<file path="src/rtl/candy_pkg.sv">
`default_nettype none
// candy_pkg: shared state encoding, coin values and credit width for the vending controller.
package candy_pkg;

  localparam int CREDIT_W = 8;

  localparam logic [CREDIT_W-1:0] NICKEL_C  = 8'd5;
  localparam logic [CREDIT_W-1:0] DIME_C    = 8'd10;
  localparam logic [CREDIT_W-1:0] QUARTER_C = 8'd25;

  typedef enum logic [1:0] {
    ST_IDLE     = 2'd0,
    ST_CREDIT   = 2'd1,
    ST_DISPENSE = 2'd2,
    ST_CHANGE   = 2'd3
  } state_e;

endpackage
`default_nettype wire

</file>
<file path="src/rtl/tick_sync.sv">
`default_nettype none
// tick_sync: 2-flop synchronizer plus rising-edge register; tick_o pulses one
// clk_i cycle, three cycles after a rising edge on sig_i.
module tick_sync (
  input  logic clk_i,
  input  logic rst_ni,
  input  logic sig_i,
  output logic tick_o
);

  logic sync1_q;
  logic sync2_q;
  logic prev_q;
  logic tick_q;

  always_ff @(posedge clk_i) begin
    if (!rst_ni) begin
      sync1_q <= 1'b0;
      sync2_q <= 1'b0;
      prev_q  <= 1'b0;
      tick_q  <= 1'b0;
    end else begin
      sync1_q <= sig_i;
      sync2_q <= sync1_q;
      prev_q  <= sync2_q;
      tick_q  <= sync2_q & ~prev_q;
    end
  end

  assign tick_o = tick_q;

endmodule
`default_nettype wire

</file>
<file path="src/rtl/candy_vend_ctrl.sv">
`default_nettype none
// candy_vend_ctrl: credit accumulation, timed dispense, change and idle-timeout refund.
// Define CANDY_CANCEL_EN to add the cancel input (refund from CREDIT).
module candy_vend_ctrl
  import candy_pkg::*;
#(
  parameter int unsigned PRICE          = 65,
  parameter int unsigned CREDIT_MAX     = 200,
  parameter int unsigned DISPENSE_TICKS = 15,
  parameter int unsigned TIMEOUT_TICKS  = 100
) (
  input  logic                clk_100MHz,
  input  logic                reset_n,
  input  logic                clk_10Hz,
  input  logic                coin_nickel,
  input  logic                coin_dime,
  input  logic                coin_quarter,
`ifdef CANDY_CANCEL_EN
  input  logic                cancel,
`endif
  output logic [CREDIT_W-1:0] credit,
  output logic                dispense,
  output logic                change_valid,
  output logic [CREDIT_W-1:0] change_cents,
  output logic                refund,
  output logic                coin_reject
);

  localparam int unsigned MAX_TICKS =
    (DISPENSE_TICKS > TIMEOUT_TICKS) ? DISPENSE_TICKS : TIMEOUT_TICKS;
  localparam int CNT_W = $clog2(MAX_TICKS + 1);

  state_e              state_q;
  logic [CREDIT_W-1:0] credit_q;
  logic [CNT_W-1:0]    tick_cnt_q;
  logic                dispense_q;
  logic                change_valid_q;
  logic [CREDIT_W-1:0] change_cents_q;
  logic                refund_q;
  logic                coin_reject_q;

  logic                tick;
  logic [CREDIT_W-1:0] coin_val;
  logic                coin_any;
  logic                coin_multi;
  logic                coin_open;
  logic                coin_take;
  logic                cancel_req;
  logic [CREDIT_W:0]   credit_sum_d;

  tick_sync u_tick_sync (
    .clk_i  (clk_100MHz),
    .rst_ni (reset_n),
    .sig_i  (clk_10Hz),
    .tick_o (tick)
  );

  // Priority quarter > dime > nickel; losers of a coincidence are rejected.
  assign coin_val   = coin_quarter ? QUARTER_C :
                      coin_dime    ? DIME_C    :
                      coin_nickel  ? NICKEL_C  : '0;
  assign coin_any   = coin_quarter | coin_dime | coin_nickel;
  assign coin_multi = (coin_quarter & coin_dime) | (coin_quarter & coin_nickel) |
                      (coin_dime & coin_nickel);

`ifdef CANDY_CANCEL_EN
  assign cancel_req = cancel && (state_q == ST_CREDIT);
`else
  assign cancel_req = 1'b0;
`endif

  assign coin_open    = (state_q == ST_IDLE) || (state_q == ST_CREDIT);
  assign credit_sum_d = {1'b0, credit_q} + {1'b0, coin_val};
  assign coin_take    = coin_any && coin_open && !cancel_req &&
                        (credit_sum_d <= (CREDIT_W+1)'(CREDIT_MAX));

  always_ff @(posedge clk_100MHz) begin
    if (!reset_n) begin
      state_q        <= ST_IDLE;
      credit_q       <= '0;
      tick_cnt_q     <= '0;
      dispense_q     <= 1'b0;
      change_valid_q <= 1'b0;
      change_cents_q <= '0;
      refund_q       <= 1'b0;
      coin_reject_q  <= 1'b0;
    end else begin
      change_valid_q <= 1'b0;
      coin_reject_q  <= coin_any && (!coin_take || coin_multi);

      case (state_q)
        ST_IDLE: begin
          if (coin_take) begin
            credit_q   <= credit_sum_d[CREDIT_W-1:0];
            tick_cnt_q <= '0;
            state_q    <= ST_CREDIT;
          end
        end

        ST_CREDIT: begin
          if (cancel_req) begin
            change_valid_q <= 1'b1;
            change_cents_q <= credit_q;
            refund_q       <= 1'b1;
            credit_q       <= '0;
            state_q        <= ST_IDLE;
          end else begin
            if (coin_take) begin
              credit_q   <= credit_sum_d[CREDIT_W-1:0];
              tick_cnt_q <= '0;
            end
            if (credit_q >= CREDIT_W'(PRICE)) begin
              state_q    <= ST_DISPENSE;
              dispense_q <= 1'b1;
              tick_cnt_q <= '0;
            end else if (!coin_take && tick) begin
              if (tick_cnt_q == CNT_W'(TIMEOUT_TICKS - 1)) begin
                change_valid_q <= 1'b1;
                change_cents_q <= credit_q;
                refund_q       <= 1'b1;
                credit_q       <= '0;
                state_q        <= ST_IDLE;
              end else begin
                tick_cnt_q <= tick_cnt_q + CNT_W'(1);
              end
            end
          end
        end

        ST_DISPENSE: begin
          if (tick) begin
            if (tick_cnt_q == CNT_W'(DISPENSE_TICKS - 1)) begin
              state_q        <= ST_CHANGE;
              dispense_q     <= 1'b0;
              change_valid_q <= 1'b1;
              change_cents_q <= credit_q - CREDIT_W'(PRICE);
              refund_q       <= 1'b0;
            end else begin
              tick_cnt_q <= tick_cnt_q + CNT_W'(1);
            end
          end
        end

        ST_CHANGE: begin
          credit_q <= '0;
          state_q  <= ST_IDLE;
        end

        default: state_q <= ST_IDLE;
      endcase
    end
  end

  assign credit       = credit_q;
  assign dispense     = dispense_q;
  assign change_valid = change_valid_q;
  assign change_cents = change_cents_q;
  assign refund       = refund_q;
  assign coin_reject  = coin_reject_q;

endmodule
`default_nettype wire
</file>
<file path="config.mk">
export PLATFORM = sky130hd
export DESIGN_NAME = candy_vend_ctrl
export DESIGN_NICKNAME = d
export VERILOG_FILES = /design/src/rtl/candy_pkg.sv /design/src/rtl/tick_sync.sv /design/src/rtl/candy_vend_ctrl.sv
export SDC_FILE = /design/constraint.sdc
export NUM_CORES = 1
export LEC_CHECK = 0
export ABC_CLOCK_PERIOD_IN_PS = 4110
export BUFFER_PORTS_ARGS = -buffer_cell sky130_fd_sc_hd__buf_4
export CORE_MARGIN = 2
export CORE_UTILIZATION = 40
export CTS_CLUSTER_DIAMETER = 60
export DETAILED_ROUTE_END_ITERATION = 8
export PLACE_DENSITY = 0.57
export SLEW_MARGIN = 20
export SYNTH_ARGS = -nofsm -noshare
export SYNTH_HDL_FRONTEND = slang
export SYNTH_SLANG_ARGS = --single-unit
</file>
<file path="constraint.sdc">
create_clock -name clk_100MHz -period 4.11 [get_ports clk_100MHz]
set_clock_uncertainty 0.15 [all_clocks]
set_input_delay 0.411 -clock clk_100MHz [delete_from_list [all_inputs] [get_ports clk_100MHz]]
set_output_delay 0.411 -clock clk_100MHz [all_outputs]
set_load 0.005 [all_outputs]
</file>
Word level (Yosys, flattened, before mapping)
Index checks and enable logic that the tools add are counted.
{"block": "totals", "ff_bits": 33, "latch_bits": 0, "ramBits": 0, "romBits": 0, "out_inout_bits": 20, "elab_cells": 98, "n_memories": 0}
{"block": "op_classes", "n_addsub": 3, "n_mul": 0, "n_div": 0, "magnitude_cmp": 2, "n_eq_ne": 15, "n_shift": 0, "n_mux": 42, "bitwise": 9, "reduce_logical": 15}
{"op": "$mux 8", "n": 9}
{"op": "$mux 7", "n": 6}
{"op": "$pmux 8 s3", "n": 1}
{"op": "$pmux 7 s3", "n": 1}
{"op": "$pmux 8 s2", "n": 1}
{"op": "$mux 2", "n": 6}
{"op": "$mux 1", "n": 11}
{"op": "$add 8x5->9", "n": 1}
{"op": "$le 9x8->1 const B", "n": 1}
{"op": "$ge 8x7->1 const B", "n": 1}
{"op": "$ne 2x1->1 const B", "n": 4}
{"op": "$ne 2x2->1 const B", "n": 4}
{"op": "$pmux 2 s4", "n": 1}
{"op": "$sub 8x7->8 const B", "n": 1}
{"op": "$add 7x1->7 const B", "n": 1}
{"op": "$eq 7x4->1 const B", "n": 1}
{"op": "$eq 7x7->1 const B", "n": 1}
{"op": "$ne 3x1->1 const B", "n": 2}
{"op": "$pmux 1 s2", "n": 3}
{"op": "$reduce_and 6->1", "n": 1}
{"op": "$reduce_bool 3->1", "n": 2}
{"op": "$mux 5", "n": 1}
{"op": "$reduce_and 5->1", "n": 1}
{"op": "$and 1x1->1", "n": 4}
{"op": "13 further kinds", "n": 21}

Logic depth before layout (Yosys ltp)
{"block": "logic_depth", "depth_word": 11, "depth_mapped": 13, "ltp_nobuf": 12}

By module
From an unflattened synthesis, not the netlist that was laid out.
{"block": "hier_totals", "hier_cells": 295, "area_unflattened_um2": 2407.3}
{"module": "candy_vend_ctrl", "instances": 1, "cells_each": 287, "area_each_um2": 2296.0, "seq_area_each_um2": 580.6}
{"module": "tick_sync", "instances": 1, "cells_each": 8, "area_each_um2": 111.4, "seq_area_each_um2": 80.1}

Least setup slack after synthesis
Ideal clock, no wire load.
{"block": "synth_path", "path_kind": "input port to flip-flop", "from": "in coin_dime", "to": "reg credit_q[5] (netlist: credit[5])", "t_arrival_ns": 2.771, "t_required_ns": 3.838, "slack_ns": 1.067, "stages": 11, "path_cell_list": "or2_2 nor2_1 ha_1 or2_1 and3_1 buf_6 mux2_4 nor4_4 o31a_2 o21ai_2 a221o_1"}
{"block": "synth_via", "elab_chain_len": 10, "word_cells_on_any_way": 15, "cone_classes": "add/sub (1); order compare (1); mux (7); bitwise (2); reduce/logical (4)"}
{"item": "start: declaration", "line": "candy_vend_ctrl.sv:16", "rtl": "input logic coin_dime,"}
{"item": "$mux 4", "line": "candy_vend_ctrl.sv:60", "rtl": "coin_dime ? DIME_C :"}
{"item": "$mux 5", "line": "candy_vend_ctrl.sv:59", "rtl": "assign coin_val = coin_quarter ? QUARTER_C :"}
{"item": "$add 8x5->9", "line": "candy_vend_ctrl.sv:73", "rtl": "assign credit_sum_d = {1'b0, credit_q} + {1'b0, coin_val};"}
{"item": "$le 9x8->1", "line": "candy_vend_ctrl.sv:75", "rtl": "(credit_sum_d <= (CREDIT_W+1)'(CREDIT_MAX));"}
{"item": "$logic_and 1x1->1", "line": "candy_vend_ctrl.sv:74", "rtl": "assign coin_take = coin_any && coin_open && !cancel_req &&"}
{"item": "$mux 8 / $logic_not 1->1 (equally long branches)", "line": "candy_vend_ctrl.sv:93, candy_vend_ctrl.sv:116"}
{"item": "$mux 8 / $logic_and 1x1->1 (equally long branches)", "line": "candy_vend_ctrl.sv:117, candy_vend_ctrl.sv:116"}
{"item": "$mux 8", "line": "candy_vend_ctrl.sv:116", "rtl": "end else if (!coin_take && tick) begin"}
{"item": "$mux 8", "line": "candy_vend_ctrl.sv:112", "rtl": "if (credit_q >= CREDIT_W'(PRICE)) begin"}
{"item": "$pmux 8 s3 *", "line": "candy_vend_ctrl.sv:91", "rtl": "case (state_q)"}
{"item": "end signal: assignment", "line": "candy_vend_ctrl.sv:94", "rtl": "credit_q <= credit_sum_d[CREDIT_W-1:0];"}
{"item": "end signal: assignment", "line": "candy_vend_ctrl.sv:109", "rtl": "credit_q <= credit_sum_d[CREDIT_W-1:0];"}
{"item": "end: declaration", "line": "candy_vend_ctrl.sv:34", "rtl": "logic [CREDIT_W-1:0] credit_q;"}
Mark *: on every way between the ends. The rest lies on a longest branch, timed or not.
A chain may end at the register's enable or synchronous reset.

Worst setup path after layout
{"block": "layout_path", "from": "reg credit_q[0] (netlist: credit[0])", "to": "reg credit_q[5] (netlist: credit[5])"}
{"block": "layout_via", "elab_chain_len": 8, "word_cells_on_any_way": 11, "cone_classes": "add/sub (1); order compare (2); mux (5); reduce/logical (3)"}
{"item": "$add 8x5->9", "line": "candy_vend_ctrl.sv:73"}
{"item": "$le 9x8->1", "line": "candy_vend_ctrl.sv:75"}
{"item": "$logic_and 1x1->1", "line": "candy_vend_ctrl.sv:74"}
{"item": "$mux 8 / $logic_not 1->1 (equally long branches)", "line": "candy_vend_ctrl.sv:93, candy_vend_ctrl.sv:116"}
{"item": "$mux 8 / $logic_and 1x1->1 (equally long branches)", "line": "candy_vend_ctrl.sv:117, candy_vend_ctrl.sv:116"}
{"item": "$mux 8", "line": "candy_vend_ctrl.sv:116"}
{"item": "$mux 8", "line": "candy_vend_ctrl.sv:112"}
{"item": "$pmux 8 s3 *", "line": "candy_vend_ctrl.sv:91"}
Marked as above.

==> impl_metrics.json <==
{
  "status": "complete, no violations",
  "clockBufferDepth": 2,
  "drc_errors": 0,
  "p_leak_nw": 0.965,
  "end_kind": "register",
  "hold_violations": 0,
  "drt-pass1-iter-count": 5,
  "max_slew.worst_pin.slew_ns": 0.643,
  "num_rows": 27,
  "postRouteAntennaNets": 0,
  "final.period_utilization_pct": 80.4,
  "final_common_cell": "dfxtp_1",
  "yosys.area.top_type": "dfxtp_1",
  "cap_violations": 0,
  "cts_made_buffers": 5,
  "final_cell_mix": "dfxtp_1 (33), buf_4 (28), nand2_1 (24)",
  "slowest_delay_ns": 0.49,
  "n_antenna_cell": 0,
  "grt_use_total_pct": 18.5,
  "min_path_cells": 2,
  "gp_congestion": 0.838,
  "switching_share_pct": 42.4,
  "fmax_mhz": 303,
  "synth_edf_count": 0,
  "via_per_inst": 5.76,
  "drive_above_1_share_pct": 14.0,
  "cts_sinks": 33,
  "rr_endpoint": "credit[5]",
  "clockRootBuffer": "clkbuf_8",
  "synthArstFlopShare_pct": 0,
  "synth_area_leaders": "dfxtp_1 (29%), ha_1 (7.7%), nand2_1 (4.0%)",
  "grt_pass1_wl_um": 9230,
  "pwr-share-comb_pct": 50.9,
  "internal_power_mw": 0.817,
  "drt-total-wl_um": 5560,
  "avgSynthCellArea_um2": 8.08,
  "yosysTopAreaCellShare_pct": 29.2,
  "vias": 2144,
  "final_max_slew_viol_count": 0,
  "overflow": 0,
  "crit_type": "register to register",
  "p_clk_share_pct": 16.7,
  "io_buffers": 25,
  "die_w_um": 79.2,
  "min_to": "u_tick_sync.sync1_q",
  "slew_headroom_pct": 56.6,
  "core-area_um2": 5470,
  "fin_area_um2": 2560,
  "grt_start_max_net_pins": 19,
  "hpwlAfterDp_um": 4180,
  "power_switching_mw": 0.600,
  "synth_seq_cells": 33,
  "dpl_cell_area_um2": 2480,
  "hold_path.class": "input pin to register",
  "drt-initial-drc-count": 217,
  "layout.nets": 320,
  "r2r_start": "credit[0]",
  "seq_power_share_pct": 32.4,
  "ys_types": 58,
  "grt_pass1_vias": 1856,
  "syn2layout_area_growth_pct": 13.3,
  "die_area_um2": 6280,
  "io_pins": 26,
  "rsz0062_at_grt": "false",
  "ys_seq_area_share_pct": 29.2,
  "chipHeight_um": 79.2,
  "htreeDepth": 2,
  "reg2reg_depth": 11,
  "cp.required_ns": 4.13,
  "cts_setup_buffers": 0,
  "synthesis.area_um2": 2260,
  "startpoint_type": "register",
  "syn_nets": 301,
  "start_util_pct": 41.4,
  "post_cts_resized": 0,
  "worstHoldStart": "clk_10Hz",
  "holdBufCountCts": 0,
  "cts_tree": "built",
  "syn_inst": 280,
  "crit_chain": "ha_1 -> inv_1 -> fa_1 -> nand2b_1 -> a211oi_1 -> o21ai_0 -> xor2_1 -> o31ai_2 -> buf_4 -> nor2_1 -> a221o_1",
  "period_needed_ns": 3.30,
  "crit_path_top_delay_cell": "dfxtp_1",
  "ys.flop_type": "dfxtp_1",
  "path_clk_slew_ns": 0.07,
  "worstPathArrival_ns": 3.33,
  "setup_violations": 0,
  "ys_warn_count": 0,
  "finalSetupTns_ns": 0,
  "wl_per_cell_um": 15.0,
  "p_per_area_nw_per_um2": 553,
  "irDropWorstVdd_uv": 257,
  "r2r_slack_ns": 0.81,
  "nFillCells": 576,
  "cp_max_fo": 11,
  "antenna_found_initial": 0,
  "insertion_delay_ns": 0.29
}
==> per-stage QoR <==
stage	cells	power, mW	util, %	hold WS (ns)	setup slack, ns
after global routing	372	1.52	46.8	0.181	0.539
after detailed placement	364	1.19	45.3	0.234	0.663
final	372	1.42	46.8	0.178	0.806
after CTS	372	1.43	46.8	0.173	0.803
after floorplan	280	0.961	-	0.217	1.07
after global placement	364	1.19	45.3	0.230	0.724
==> final cells by class <==
type	instances	area, µm²	share of cell area [%]
tap	72	90.1	3.51
sequential	33	661	25.8
clock inverter	2	10.0	0.390
multi-input combinational	211	1450	56.4
clock buffer	6	72.6	2.83
inverter	20	75.1	2.93
timing repair buffer	28	210	8.20
==> synth_stat cells, types with 3 or more instances <==
cell type	instances
nand3_1	10
xor2_1	3
nor4_1	3
ha_1	14
o22ai_1	4
nand2b_1	5
a211o_1	3
a21oi_1	12
and3_1	3
and2_1	5
nor2b_1	4
a211oi_1	11
or2_1	3
nor3_1	10
xnor2_1	9
a221o_1	3
nand2_1	24
buf_2	6
o21ai_0	12
nor3b_1	3
nand4_1	3
inv_1	20
a22o_1	4
o2bb2ai_1	4
a21o_1	3
clkbuf_1	8
dfxtp_1	33
nor2_1	22
==> power groups by stage <==
stage	combinational [mW]	clock [mW]	sequential, mW
floorplan	0.516	0	0.445
global placement	0.721	0	0.468
detailed placement	0.719	0	0.467
CTS	0.722	0.245	0.460
global route	0.795	0.257	0.472
finish	0.721	0.237	0.459
==> cells by family after synthesis <==
kind of cell / synth area share, %
muxes: 1.55
AOI/OAI and AO/OA: 26.1
and+or+nand+nor: 22.9
buffers and inverters: 6.97
adders and majority gates: 8.62
xor gates and xnor gates: 4.64
DFF: 29.2
==> metal layers <==
layer  up-vias  GRT usage, %  wire length (µm)
li1       1060             -                 -
met1       995          26.4              2760
met2        80          28.6              2420
met3         9          2.39               280
met4         0          6.21               100
met5         -             0                 0
==> sequential cells by signal (all words and copies together) (netlist names), named ones only <==
register and count:
change_valid 1, dispense 1, u_tick_sync.sync1_q 1, credit 8
coin_reject 1, u_tick_sync.tick_o 1, state_q 1, tick_cnt_q 7
refund 1, u_tick_sync.sync2_q 1, change_cents 8, u_tick_sync.prev_q 1
==> worst max-delay path, delay by kind of cell (launching register included) <==
family / cells / cell delay [ns]
adders and majority gates: 2 / 0.62
xor gates and xnor gates: 1 / 0.20
and+or+nand+nor: 2 / 0.29
buffers and inverters: 2 / 0.31
AOI/OAI and AO/OA: 4 / 1.12
DFF: 1 / 0.49
==> worst max-delay path by stage <==
| stage | cells past startpoint | startpoint | end |
|---|---|---|---|
| final | 11 | credit[0] | credit[5] |
| after global routing | 11 | credit[0] | credit[5] |
| after global placement | 12 | coin_dime | register |
| after floorplan | 11 | coin_dime | credit[5] |
| after CTS | 11 | credit[0] | credit[5] |
| after detailed placement | 12 | coin_dime | register |
Power figures use the tool's default switching activity.
